<file path="config.mk">
export PLATFORM = sky130hd
export DESIGN_NAME = dmem_arbiter
export DESIGN_NICKNAME = d
export VERILOG_FILES = /design/src/rtl/dmem_arb_pkg.sv /design/src/rtl/dmem_arb_pick.sv /design/src/rtl/dmem_arbiter.sv
export SDC_FILE = /design/constraint.sdc
export NUM_CORES = 1
export LEC_CHECK = 0
export CAP_MARGIN = 20
export CORE_ASPECT_RATIO = 1.25
export CORE_MARGIN = 2
export CORE_UTILIZATION = 25
export CTS_BUF_LIST = sky130_fd_sc_hd__clkbuf_4
export CTS_CLUSTER_SIZE = 28
export DETAILED_ROUTE_END_ITERATION = 10
export GPL_TIMING_DRIVEN = 0
export PLACE_DENSITY = 0.77
export SETUP_SLACK_MARGIN = 0.5
export SLEW_MARGIN = 30
export SYNTH_ARGS = -nofsm -noshare
export SYNTH_HDL_FRONTEND = slang
export SYNTH_SLANG_ARGS = --single-unit
</file>
<file path="constraint.sdc">
create_clock -name clk -period 2.1 [get_ports clk]
set_input_delay 0.21 -clock clk [delete_from_list [all_inputs] [get_ports clk]]
set_output_delay 0.21 -clock clk [all_outputs]
set_load 0.01 [all_outputs]
</file>
<file path="src/rtl/dmem_arb_pkg.sv">
// dmem_arb_pkg: shared types and constants for the data-memory arbiter.
//   arb_state_t    - ownership state (IDLE, OWN0, OWN1)
//   PORT0/PORT1    - requester indices into the two-bit request/grant vectors
//   LOCK_MAX_DEF   - default maximum consecutive locked grants per owner
//   STARVE_MAX_DEF - default port-1 loss count before a forced port-1 win
//   misaligned()   - true when a byte address is not word aligned
package dmem_arb_pkg;

    typedef enum logic [1:0] {
        IDLE = 2'd0,
        OWN0 = 2'd1,
        OWN1 = 2'd2
    } arb_state_t;

    localparam int unsigned PORT0 = 0;
    localparam int unsigned PORT1 = 1;

    localparam int unsigned LOCK_MAX_DEF   = 4;
    localparam int unsigned STARVE_MAX_DEF = 3;

    function automatic logic misaligned(input logic [1:0] lsb);
        return lsb != 2'b00;
    endfunction

endpackage

</file>
<file path="src/rtl/dmem_arb_pick.sv">
// dmem_arb_pick: combinational two-way picker.
//   req[1:0] - eligible requests (already masked for alignment/ownership)
//   pri      - 0: port 0 wins a tie, 1: port 1 wins a tie
//   gnt[1:0] - one-hot (or zero) grant
module dmem_arb_pick
    import dmem_arb_pkg::*;
(
    input  logic [1:0] req,
    input  logic       pri,
    output logic [1:0] gnt
);

    always_comb begin
        gnt = '0;
        if (req[PORT0] && (!req[PORT1] || !pri)) begin
            gnt[PORT0] = 1'b1;
        end else if (req[PORT1]) begin
            gnt[PORT1] = 1'b1;
        end
    end

endmodule

</file>
<file path="src/rtl/dmem_arbiter.sv">
// dmem_arbiter: shares one single-port data memory between the CPU load/store
// stage (port 0) and the DMA/debug loader (port 1). One access per cycle,
// combinational grant, registered read data/valid, misalignment error pulse,
// and bounded locked ownership for read-modify-write sequences.
//
// Ports:
//   clk, reset                    - clock, asynchronous active-high reset
//   reqN/weN/lockN/addrN/wdataN   - per-port request, write flag, lock, address, data
//   gntN                          - access performed this cycle (combinational)
//   rvalidN/rdataN                - registered read return (rvalid one-cycle pulse)
//   errN                          - misaligned request rejected (one-cycle pulse)
//   mem_access_addr/mem_write_data/mem_write_en/mem_read_en - memory strobes
//   mem_read_data                 - combinational memory read data
//
// Build option: define DMEM_ARB_RR_EN for round-robin idle arbitration
// (no starvation counter). Default is fixed priority to port 0 with a
// STARVE_MAX anti-starvation override for port 1.
module dmem_arbiter
    import dmem_arb_pkg::*;
#(
    parameter int unsigned ADDR_W     = 32,
    parameter int unsigned DATA_W     = 32,
    parameter int unsigned LOCK_MAX   = LOCK_MAX_DEF,
    parameter int unsigned STARVE_MAX = STARVE_MAX_DEF
) (
    input  logic              clk,
    input  logic              reset,
    input  logic              req0,
    input  logic              req1,
    input  logic              we0,
    input  logic              we1,
    input  logic              lock0,
    input  logic              lock1,
    input  logic [ADDR_W-1:0] addr0,
    input  logic [ADDR_W-1:0] addr1,
    input  logic [DATA_W-1:0] wdata0,
    input  logic [DATA_W-1:0] wdata1,
    output logic              gnt0,
    output logic              gnt1,
    output logic              rvalid0,
    output logic              rvalid1,
    output logic [DATA_W-1:0] rdata0,
    output logic [DATA_W-1:0] rdata1,
    output logic              err0,
    output logic              err1,
    output logic [ADDR_W-1:0] mem_access_addr,
    output logic [DATA_W-1:0] mem_write_data,
    output logic              mem_write_en,
    output logic              mem_read_en,
    input  logic [DATA_W-1:0] mem_read_data
);

    localparam int unsigned  LCW         = $clog2(LOCK_MAX + 1);
    localparam logic [LCW-1:0] LOCK_LAST = LCW'(LOCK_MAX - 1);
    // With LOCK_MAX of 1 a locked grant is already the last one, so ownership
    // is never entered; the grant is treated as an immediate release.
    localparam logic         LOCK_SINGLE = (LOCK_MAX <= 1);

    arb_state_t     state_q;
    logic [LCW-1:0] lock_q;

    logic mis0, mis1, v0, v1;
    logic [1:0] mreq, pick_gnt;
    logic pri;
    logic lock_last;
    logic take0, take1, rel0, rel1;

    assign mis0 = req0 & misaligned(addr0[1:0]);
    assign mis1 = req1 & misaligned(addr1[1:0]);
    assign v0   = req0 & ~mis0;
    assign v1   = req1 & ~mis1;

    // While a port owns the memory, the other port's request is masked out.
    always_comb begin
        mreq = '0;
        case (state_q)
            IDLE:    begin mreq[PORT0] = v0; mreq[PORT1] = v1; end
            OWN0:    mreq[PORT0] = v0;
            OWN1:    mreq[PORT1] = v1;
            default: mreq = '0;
        endcase
    end

    dmem_arb_pick u_pick (
        .req (mreq),
        .pri (pri),
        .gnt (pick_gnt)
    );

    assign gnt0 = pick_gnt[PORT0] & ~reset;
    assign gnt1 = pick_gnt[PORT1] & ~reset;

    assign lock_last = (state_q == IDLE) ? LOCK_SINGLE : (lock_q == LOCK_LAST);
    assign take0 = gnt0 & lock0 & (state_q == IDLE) & ~LOCK_SINGLE;
    assign take1 = gnt1 & lock1 & (state_q == IDLE) & ~LOCK_SINGLE;
    // Release of a locked sequence: hands tie priority to the other port.
    assign rel0  = gnt0 & ((state_q == OWN0) ? (~lock0 | lock_last) : (lock0 & LOCK_SINGLE));
    assign rel1  = gnt1 & ((state_q == OWN1) ? (~lock1 | lock_last) : (lock1 & LOCK_SINGLE));

    always_comb begin
        mem_access_addr = '0;
        mem_write_data  = '0;
        mem_write_en    = 1'b0;
        mem_read_en     = 1'b0;
        if (gnt0) begin
            mem_access_addr = addr0;
            mem_write_data  = wdata0;
            mem_write_en    = we0;
            mem_read_en     = ~we0;
        end else if (gnt1) begin
            mem_access_addr = addr1;
            mem_write_data  = wdata1;
            mem_write_en    = we1;
            mem_read_en     = ~we1;
        end
    end

`ifdef DMEM_ARB_RR_EN
    // Last granted port loses the next tie; also covers the post-lock handoff
    // since the releasing owner was the last port granted.
    logic last1_q;

    assign pri = ~last1_q;

    always_ff @(posedge clk or posedge reset) begin
        if (reset) begin
            last1_q <= 1'b1;
        end else if (gnt0) begin
            last1_q <= 1'b0;
        end else if (gnt1) begin
            last1_q <= 1'b1;
        end
    end
`else
    localparam int unsigned      SCW        = $clog2(STARVE_MAX + 1);
    localparam logic [SCW-1:0]   STARVE_LIM = SCW'(STARVE_MAX);

    logic [SCW-1:0] starve_q;
    logic           fav1_q;
    logic           starve_hit;

    assign starve_hit = (starve_q == STARVE_LIM);
    assign pri        = starve_hit | fav1_q;

    // fav1_q carries the post-lock handoff until the next contended idle cycle.
    always_ff @(posedge clk or posedge reset) begin
        if (reset) begin
            starve_q <= '0;
            fav1_q   <= 1'b0;
        end else begin
            if (gnt1) begin
                starve_q <= '0;
            end else if (state_q == IDLE && v1 && !starve_hit) begin
                starve_q <= starve_q + SCW'(1);
            end

            if (rel0) begin
                fav1_q <= 1'b1;
            end else if (rel1) begin
                fav1_q <= 1'b0;
            end else if (state_q == IDLE && v0 && v1) begin
                fav1_q <= 1'b0;
            end
        end
    end
`endif

    always_ff @(posedge clk or posedge reset) begin
        if (reset) begin
            state_q <= IDLE;
            lock_q  <= '0;
            rvalid0 <= 1'b0;
            rvalid1 <= 1'b0;
            rdata0  <= '0;
            rdata1  <= '0;
            err0    <= 1'b0;
            err1    <= 1'b0;
        end else begin
            rvalid0 <= gnt0 & ~we0;
            rvalid1 <= gnt1 & ~we1;
            if (gnt0 && !we0) rdata0 <= mem_read_data;
            if (gnt1 && !we1) rdata1 <= mem_read_data;
            err0 <= mis0;
            err1 <= mis1;

            case (state_q)
                IDLE: begin
                    if (take0) begin
                        state_q <= OWN0;
                        lock_q  <= LCW'(1);
                    end else if (take1) begin
                        state_q <= OWN1;
                        lock_q  <= LCW'(1);
                    end
                end
                OWN0: begin
                    if (rel0) begin
                        state_q <= IDLE;
                        lock_q  <= '0;
                    end else if (gnt0) begin
                        lock_q  <= lock_q + LCW'(1);
                    end
                end
                OWN1: begin
                    if (rel1) begin
                        state_q <= IDLE;
                        lock_q  <= '0;
                    end else if (gnt1) begin
                        lock_q  <= lock_q + LCW'(1);
                    end
                end
                default: begin
                    state_q <= IDLE;
                    lock_q  <= '0;
                end
            endcase
        end
    end

endmodule

</file>
==> summary.md, run 1 <==
| Metric | Value |
|---|---|
| CP peak stage delay | `0.40 ns` |
| Routed vias/inst | `4.68` |
| #FFs+latches synth | `76` |
| Failing checks | `negative setup slack` |
| Tot GR Track Use | `0.204` |
| CTS sink cnt | `76` |
| Post-route ant nets | `0` |
| Status | `complete, but fails checks` |
| NumNets Final | `842` |
| Max-slew headroom | `0.652` |
| Top Ports | `304` |
| Final Hold Violating Endpoints | `0` |
| Crit path top cell by count | `buf_6` |
| Combinational share of power | `0.505` |
| Tcrit/Tclk final | `1.31` |
| Final Skew | `0.0248 ns` |
| Initial antenna violation count | `1` |
| Worst setup path class | `flip-flop to output pin` |
| Critical Path End Type | `output pin` |
| Synth Cell Area | `3970 um2` |
| Vias in the first global route | `4,401` |
| Worst R2R End | `rdata0[22]` |
| Initial cell density of the core | `0.255` |
| Sw Share | `0.323` |
| Asr flop ratio synth | `1.00` |
| Row cnt | `51` |
| Startpoint types | `flip-flop` |
| Launch point of the worst reg-to-reg path | `state_q[0]` |
| Layout cell share with drive strength beyond 1 | `0.393` |
| Peak supply drop | `0.365 mV` |
| Netlist cell types | `41` |
| Top sig layer | `met4` |
| NetSw | `0.00213 W` |
| 1st-pass router iterations | `4` |
| Post-Syn Instances | `286` |
| Worst path slowest cell | `dfrtp_1` |
| Crit Path Max Fanout | `7` |
| CTS max path bufs | `2` |
| Total CTS buffers | `9` |
| Die Area | `16,900 um2` |
| Synth-to-Final Area Change | `117%` |
| Clk root buf | `clkbuf_4` |
| P_leak | `4.28 nW` |
| Finished Core Util | `0.552` |
| Register area share after synthesis | `0.480` |
| GP Congestion | `0.787` |
| Routed WL | `18.5 mm` |
| Setup violators final | `133` |
| Post-DP HPWL | `13.5 mm` |
| Detail Route met2 WL | `10.0 mm` |
| CTS tree | `built` |
| Clock power share | `0.139` |
| R2R cell count | `14` |
| Crit path time final | `2.76 ns` |
| Vias | `4,160` |
| Ys Warns | `0` |
| Critical path, cell by cell | `buf_6, buf_6, buf_6, nor4b_4, a211oi_4, buf_4, nor2b_4, buf_6, buf_12, or2_4, buf_6` |
| Max-slew violations | `0` |
| Slew @ Worst Pin | `0.521 ns` |
| RSZ-0062 raised after global routing | `yes` |
| Clock-pin slew on the worst setup and hold paths | `0.13 ns` |
| Power per cell area | `768 nW/um2` |
| HP Class | `input port to async pin` |
| Initial DRC Count | `143` |
| Chip width | `117 um` |
| Clock latency at the later pin of the worst-skew pair | `0.43 ns` |
| TNS Setup | `-66.84 ns` |
| Wire length per cell | `20.8 um` |
| Port Buffers | `301` |
| Syn_area_per_cell | `13.9 um2` |
| WL met1 | `6.40 mm` |
| Number of flops mapped to enable cells by yosys | `0` |
| Max_cap viols | `0` |
| Post-route setup slack | `-0.660 ns` |
| Remaining routing DRC violations | `0` |
| H-tree depth | `3` |
| R2r setup slk | `-0.57 ns` |
| Die height | `145 um` |
| Wire length on met3 | `1.67 mm` |
| CORE AREA | `15,600 um2` |
| Worst EP arrival | `2.55 ns` |
| Worst EP required | `1.89 ns` |
| Synth Flop Type | `dfrtp_1` |
| Max Fclk | `362 MHz` |
| Sequential power share | `0.355` |
| Int Pwr | `0.00447 W` |
| First-pass GRT wire length | `25.1 mm` |
| Largest net degree at the start of global routing | `31` |
| Global route total overflow | `0` |
[layer usage]
metal / track usage / vias to the layer above
li1: - / 1868
met1: 0.196 / 2020
met2: 0.396 / 250
met3: 0.0666 / 22
met4: 0.0780 / 0
met5: 0 / -
[critical path: cells and delay by family (launching register included)]
| kind | cells | cell delay (ns) |
|---|---|---|
| AOI/OAI and AO/OA | 1 | 0.14 |
| DFF | 1 | 0.40 |
| buffers and inverters | 7 | 0.85 |
| and+or+nand+nor | 3 | 0.73 |
[power groups by stage]
stage               sequential, W  clock, W  combinational [W]
floorplan                 0.00255         0            0.00124
global placement          0.00235         0            0.00313
detailed placement        0.00238         0            0.00320
CTS                       0.00235  0.000958            0.00329
global route              0.00240   0.00101            0.00354
finish                    0.00234  0.000920            0.00334
[logic make-up after synthesis]
logic type               count (synthesis)  synth area share
AO/OA/AOI/OAI                           81             0.179
flip-flops                              76             0.480
multiplexers                            68             0.222
buffers and inverters                   30            0.0584
AND/OR/NAND/NOR                         26            0.0480
adder cells (fa/ha/maj)                  3           0.00947
other                                    1          0.000946
XOR/XNOR                                 1           0.00221
[per-stage QoR]
| step | area [um2] | instances | hold WS, ns | setup WS, ns | power, W |
|---|---|---|---|---|---|
| 2_1_floorplan | 4120 | 287 | 0.327 | -0.0473 | 0.00379 |
| 5_1_grt | 8590 | 889 | 0.248 | -0.759 | 0.00695 |
| 3_3_place_gp | 7400 | 800 | 0.493 | -1.52 | 0.00548 |
| 6_report | 8590 | 889 | 0.251 | -0.660 | 0.00660 |
| 3_5_place_dp | 7440 | 802 | 0.494 | -1.50 | 0.00558 |
| 4_1_cts | 8200 | 870 | 0.222 | -0.745 | 0.00659 |
[timing repair]
| item | in CTS | in global routing |
|---|---|---|
| pin swaps | 15 | 17 |
| gates resized for setup | 389 | 65 |
| gates cloned | 9 | 2 |
| hold buffers | 0 | 0 |
| endpoints found under the setup margin | 168 | 175 |
| setup buffers | 43 | 16 |
[flip-flops by register name, indices dropped and copies added, names as in the netlist]
signal	cells
state_q	2
err1	1
rvalid1	1
rdata0	32
fav1_q	1
starve_q	2
err0	1
rdata1	32
rvalid0	1
lock_q	3
[synth_stat cells (2+ instances only)]
master    count  share of area
buf_12        3          0.015
mux2_2        8          0.023
a311o_1       2         0.0050
ha_1          3         0.0095
or4b_4        2         0.0069
nand2_1       4         0.0038
inv_1         4         0.0038
buf_4         6          0.011
nand3_1       2         0.0025
a21oi_1       4         0.0050
mux2_1       28          0.080
nand2b_1      4         0.0063
buf_2         8          0.010
a22o_1       63           0.14
dfrtp_1      76           0.48
o21ai_0       2         0.0025
clkbuf_1      3         0.0028
mux2_4       31           0.12
or2_2         3         0.0047
nor2_1        3         0.0028
nor2b_1       3         0.0047
buf_6         5          0.014
[how the worst max path moves through the flow]
stage,startpoint,to
detailed placement,reset,mem_access_addr[5]
global route,state_q[0],mem_read_en
CTS,state_q[0],mem_write_data[24]
floorplan,state_q[0],mem_access_addr[10]
finish,state_q[0],mem_read_en
global placement,reset,mem_access_addr[5]
[cell type report]
cell class / instances / area [um2]
well taps: 212 / 265
multi-input cells: 181 / 2040
fillers: 1329 / 6980
plain buffers: 25 / 354
diodes: 1 / 2.50
clock buffers: 9 / 67.6
inverters: 5 / 27.5
flip-flops and latches: 76 / 1900
repair buffers: 373 / 3860
clock inverters: 7 / 75.1
[cell usage in the layout, fill, tap and decap left out, types with 3 or more instances in the layout]
master	netlist	routed
a22o_4	0	3
buf_12	3	22
clkinvlp_4	0	3
buf_8	0	7
nand2_1	4	4
dlymetal6s2s_1	0	34
nand2b_1	4	4
mux2_4	31	67
buf_2	8	47
clkbuf_4	0	9
clkinv_4	0	3
buf_4	6	31
inv_1	4	3
a22o_1	63	60
buf_16	0	9
nor2_1	3	3
buf_6	5	44
clkdlybuf4s50_1	0	173
dlygate4sd2_1	0	28
dfrtp_1	76	76
(Power assumes the default switching activity.)
==> run 2, diff against run 1 <==
Settings changed: DONT_BUFFER_PORTS from default to 1, PLACE_DENSITY 0.77 to 0.52.
==> run 2 against run 1 <==
- the run still ends with negative setup slack left
- clock-buffer cell count did not move
- largest cell class is now multi-input gates
- combinational power fell by 43%
- utilization fell by 14 points
- sequential share of layout area rose by 7.6 points
- first-iteration DRC count rose by 3.5%
==> summary.md, run 2 (synthesized netlist as in run 1, its figures left out) <==
| Metric | Value |
|---|---|
| GP Congestion | `0.829` |
| Initial antenna violation count | `1` |
| Max-slew headroom | `0.596` |
| NumNets Final | `558` |
| Most frequent cells in the layout | `dfrtp_1, mux2_4, a22o_4` |
| Peak supply drop | `0.276 mV` |
| 1st-pass router iterations | `4` |
| Vias in the first global route | `3,172` |
| Most common cell after layout, fill and taps aside | `dfrtp_1` |
| Worst setup path class | `flip-flop to output pin` |
| Vias | `3,052` |
| Synth-to-Final Area Change | `61.2%` |
| Largest registers | `rdata0 (32), rdata1 (32), lock_q (3)` |
| Tot GR Track Use | `0.168` |
| P_leak | `2.92 nW` |
| Top Ports | `304` |
| Total placed instance area | `4460 um2` |
| Status | `complete, but fails checks` |
| Worst EP required | `1.89 ns` |
| First-pass GRT wire length | `20.2 mm` |
| Port Buffers | `0` |
| Max-slew violations | `0` |
| Die height | `145 um` |
| Post-route ant nets | `0` |
| Layout cell share with drive strength beyond 1 | `0.599` |
| Tcrit/Tclk final | `1.26` |
| Routed vias/inst | `5.04` |
| CORE AREA | `15,600 um2` |
| Power per cell area | `866 nW/um2` |
| CTS tree | `built` |
| HP Class | `input port to flip-flop` |
| Slew @ Worst Pin | `0.604 ns` |
| RSZ-0062 raised after global routing | `yes` |
| Worst EP arrival | `2.44 ns` |
| Row cnt | `51` |
| Post-route setup slack | `-0.549 ns` |
| Die Area | `16,900 um2` |
| CTS sink cnt | `76` |
| Failing checks | `negative setup slack` |
| Crit path time final | `2.65 ns` |
| Largest net degree at the start of global routing | `28` |
| Power Total | `0.00554 W` |
| Initial cell density of the core | `0.255` |
| Max_cap viols | `0` |
| Final Hold Violating Endpoints | `0` |
| Critical Path End Type | `output pin` |
| Crit Path Max Fanout | `10` |
| Clock latency at the later pin of the worst-skew pair | `0.44 ns` |
| Fillers | `1,427` |
| Post-DP HPWL | `10.7 mm` |
| Wire length per cell | `25.4 um` |
| Global route total overflow | `0` |
| Remaining routing DRC violations | `0` |
| Chip width | `117 um` |
| Startpoint types | `flip-flop` |
| CTS max path bufs | `2` |
| Total CTS buffers | `9` |
| Setup violators final | `134` |
| Worst Hold Margin | `0.101 ns` |
| Clock-pin slew on the worst setup and hold paths | `0.16 ns` |
| Design area | `6390 um2` |
| Routed WL | `15.4 mm` |
| H-tree depth | `3` |
| Final Skew | `0.0174 ns` |
| Initial DRC Count | `148` |
| Max Fclk | `378 MHz` |
| Clk root buf | `clkbuf_4` |
## run 2: worst max-delay path: stages, from the launching register on
cell	delay [ns]
dfrtp_1	0.41
buf_6	0.12
or4b_4	0.49
a311o_4	0.38
inv_6	0.11
buf_12	0.15
buf_12	0.15
a22o_4	0.18
## run 2: where the power goes
| group | switching, W | internal (W) | total (W) |
|---|---|---|---|
| clock | 0.000641 | 0.000291 | 0.000932 |
| sequential | 0.000693 | 0.00200 | 0.00270 |
| combinational | 0.000685 | 0.00122 | 0.00191 |
| total | 0.00202 | 0.00352 | 0.00554 |
## run 2: worst paths after layout
kind                       startpoint                 end  slack, ns  depth (start not counted)
min in group asynchronous       reset              fav1_q       0.27                          2
min                          addr0[1]              fav1_q       0.10                          4
max reg2reg                state_q[0]          rdata1[21]      -0.34                          9
max                        state_q[0]  mem_write_data[24]      -0.55                          7
min reg2reg                 lock_q[2]           lock_q[2]       0.54                          1
max in group asynchronous       reset          rdata1[12]       0.88                          5
## run 2: cell type report
type	count	area (um2)	share of cell area
inverters	5	27.5	0.00431
flip-flops and latches	76	1900	0.297
multi-input cells	181	2540	0.397
clock inverters	7	76.3	0.0119
clock buffers	9	67.6	0.0106
well taps	212	265	0.0415
repair buffers	89	1160	0.182
diodes	1	2.50	0.000391
plain buffers	25	354	0.0554
## run 2: layer usage
metal  global-route usage  wire length (um)  vias to the layer above
met3               0.0779              1900                       17
met2                0.304              7980                      224
met4               0.0563               343                        0
met5                    0                 0                        -
li1                     -                 -                     1299
met1                0.170              5130                     1512
## run 2: what timing repair did
action	in CTS	in global routing
cloned	11	1
pin swaps	13	9
gates resized for setup	123	41
hold endpoints to repair	94	0
hold buffers	39	0
endpoints found under the setup margin	140	140
setup buffers	26	9
## run 2: through the flow
stage	worst slack, ns	utilization	cells	setup TNS (ns)
global route	-0.627	0.411	605	-57.84
finish	-0.549	0.411	605	-50.00
global placement	-0.502	0.282	499	-27.10
detailed placement	-0.464	0.287	502	-26.75
CTS	-0.624	0.391	594	-56.68
floorplan	-0.0473	-	287	-2.77
==> run 3, diff against run 2 <==
Settings changed: GPL_TIMING_DRIVEN 0 to 1.
==> run 3 against run 2 <==
- the run still ends with negative setup slack left
- register-to-register slack improved by 0.08 ns
- utilization rose by 1.4 points
- clock power grew 0.9%
- die area stayed put
- hold slack worse by 0.00099 ns
- final cell count increased by 2.0%
- combinational power grew 3%
- cell area grew 3.5%
- critical endpoint is now mem_write_data[25]
==> summary.md, run 3 (synthesized netlist as in run 1, its figures left out) <==
| Metric | Value |
|---|---|
| Status | `complete, but fails checks` |
| Failing checks | `negative setup slack` |
| First-pass GRT wire length | `20.3 mm` |
| Synth-to-Final Area Change | `66.9%` |
| Power per cell area | `846 nW/um2` |
| P_leak | `3.05 nW` |
| Crit path time final | `2.52 ns` |
| Largest net degree at the start of global routing | `70` |
| Max_cap viols | `0` |
| Hold path cells | `4` |
| CORE AREA | `15,600 um2` |
| Most common cell after layout, fill and taps aside | `dfrtp_1` |
| Worst setup path class | `flip-flop to output pin` |
| Total CTS buffers | `9` |
| CTS tree | `built` |
| Fillers | `1,374` |
| Hold Startpoint | `addr0[1]` |
| Worst EP arrival | `2.31 ns` |
| Clk root buf | `clkbuf_4` |
| Die height | `145 um` |
| Critical Path End Type | `output pin` |
| Row cnt | `51` |
| Most frequent cells in the layout | `dfrtp_1, mux2_4, a22o_4` |
| Routed vias/inst | `4.98` |
| Post-DP HPWL | `9.94 mm` |
| Initial antenna violation count | `1` |
| Worst EP required | `1.89 ns` |
| Launch point of the worst reg-to-reg path | `state_q[0]` |
| Peak supply drop | `0.273 mV` |
| Initial cell density of the core | `0.255` |
| Largest registers | `rdata0 (32), rdata1 (32), lock_q (3)` |
| Max Fclk | `397 MHz` |
| Initial DRC Count | `178` |
| RSZ-0062 raised after global routing | `yes` |
| CTS max path bufs | `2` |
| R2R cell count | `9` |
| Hold Path End | `fav1_q` |
| Finished Core Util | `0.425` |
| H-tree depth | `3` |
| R2r setup slk | `-0.26 ns` |
| Vias in the first global route | `3,278` |
| Register area | `1900 um2` |
| Tot GR Track Use | `0.169` |
| Worst R2R End | `rdata1[5]` |
| Remaining routing DRC violations | `0` |
| Tcrit/Tclk final | `1.20` |
| Setup violators final | `134` |
| 1st-pass router iterations | `5` |
| Area of the multi-input gates | `2570 um2` |
| Routed WL | `16.2 mm` |
| Post-route setup slack | `-0.420 ns` |
| Final Hold Violating Endpoints | `0` |
| Die Area | `16,900 um2` |
| Clock latency at the later pin of the worst-skew pair | `0.43 ns` |
| Final Skew | `0.0210 ns` |
| Startpoint types | `flip-flop` |
| Final Non-Filler Cells | `617` |
| CTS sink cnt | `76` |
| # placed instances | `503` |
| Crit Path Max Fanout | `6` |
| Vias | `3,072` |
| Chip width | `117 um` |
| Wire length per cell | `26.3 um` |
| Clock-pin slew on the worst setup and hold paths | `0.14 ns` |
| HP Class | `input port to flip-flop` |
| NumNets Final | `570` |
| Layout cell share with drive strength beyond 1 | `0.616` |
| Top Ports | `304` |
| Power Total | `0.00560 W` |
| Max-slew violations | `0` |
| Global route total overflow | `0` |
| Post-route ant nets | `0` |
| GP Congestion | `0.965` |
| Port Buffers | `0` |
## run 3: how the worst max path moves through the flow
stage	from	cells past startpoint	end
after global placement	state_q[0]	5	mem_write_data[17]
after CTS	state_q[0]	6	mem_access_addr[30]
after detailed placement	state_q[0]	5	mem_write_data[17]
final	state_q[0]	7	mem_write_data[25]
after floorplan	state_q[0]	7	mem_access_addr[10]
after global routing	state_q[0]	7	mem_write_data[25]
## run 3: through the flow
step           hold WS, ns  instance area (um2)  TNS, ns  worst slack, ns
2_1_floorplan        0.327                 4120    -2.77          -0.0473
6_report             0.100                 6620   -36.75           -0.420
5_1_grt             0.0941                 6620   -44.33           -0.503
3_5_place_dp        0.0431                 4460    -3.24          -0.0948
3_3_place_gp        0.0376                 4460   -0.166          -0.0393
4_1_cts             0.0603                 6160   -42.74           -0.501
## run 3: what timing repair did
| item | CTS | global route |
|---|---|---|
| resized for setup | 92 | 43 |
| setup endpoints to repair | 140 | 140 |
| pin swaps | 15 | 9 |
| hold buffers | 39 | 0 |
| cloned | 13 | 3 |
| endpoints found under the hold margin | 145 | 0 |
| setup buffers | 24 | 18 |
## run 3: cell type report
type | instances | share of cell area
multi-input combinational | 181 | 0.388
sequential | 76 | 0.287
timing repair buffer | 126 | 0.258
tap | 212 | 0.0401
clock inverter | 7 | 0.0112
clock buffer | 9 | 0.0102
inverter | 5 | 0.00454
antenna | 1 | 0.000378
## run 3: metal layers
layer	up-vias	share of wire	GRT usage
met2	212	0.53	0.314
met3	21	0.11	0.0725
li1	1320	-	-
met1	1519	0.33	0.163
met4	0	0.029	0.0632
met5	-	0	0
## run 3: critical path, cell delays in order, from the launching register on
cell and delay [ns]:
dfrtp_1 0.41, or4b_4 0.49, a311o_4 0.37, inv_8 0.09, buf_6 0.10, buf_12 0.11, a22o_1 0.18, buf_6 0.13
## run 3: power by group
part	switching [W]	internal, W	total (W)
Sequential	0.000696	0.00201	0.00270
Clock	0.000570	0.000370	0.000940
Combinational	0.000689	0.00127	0.00196
Total	0.00195	0.00365	0.00560
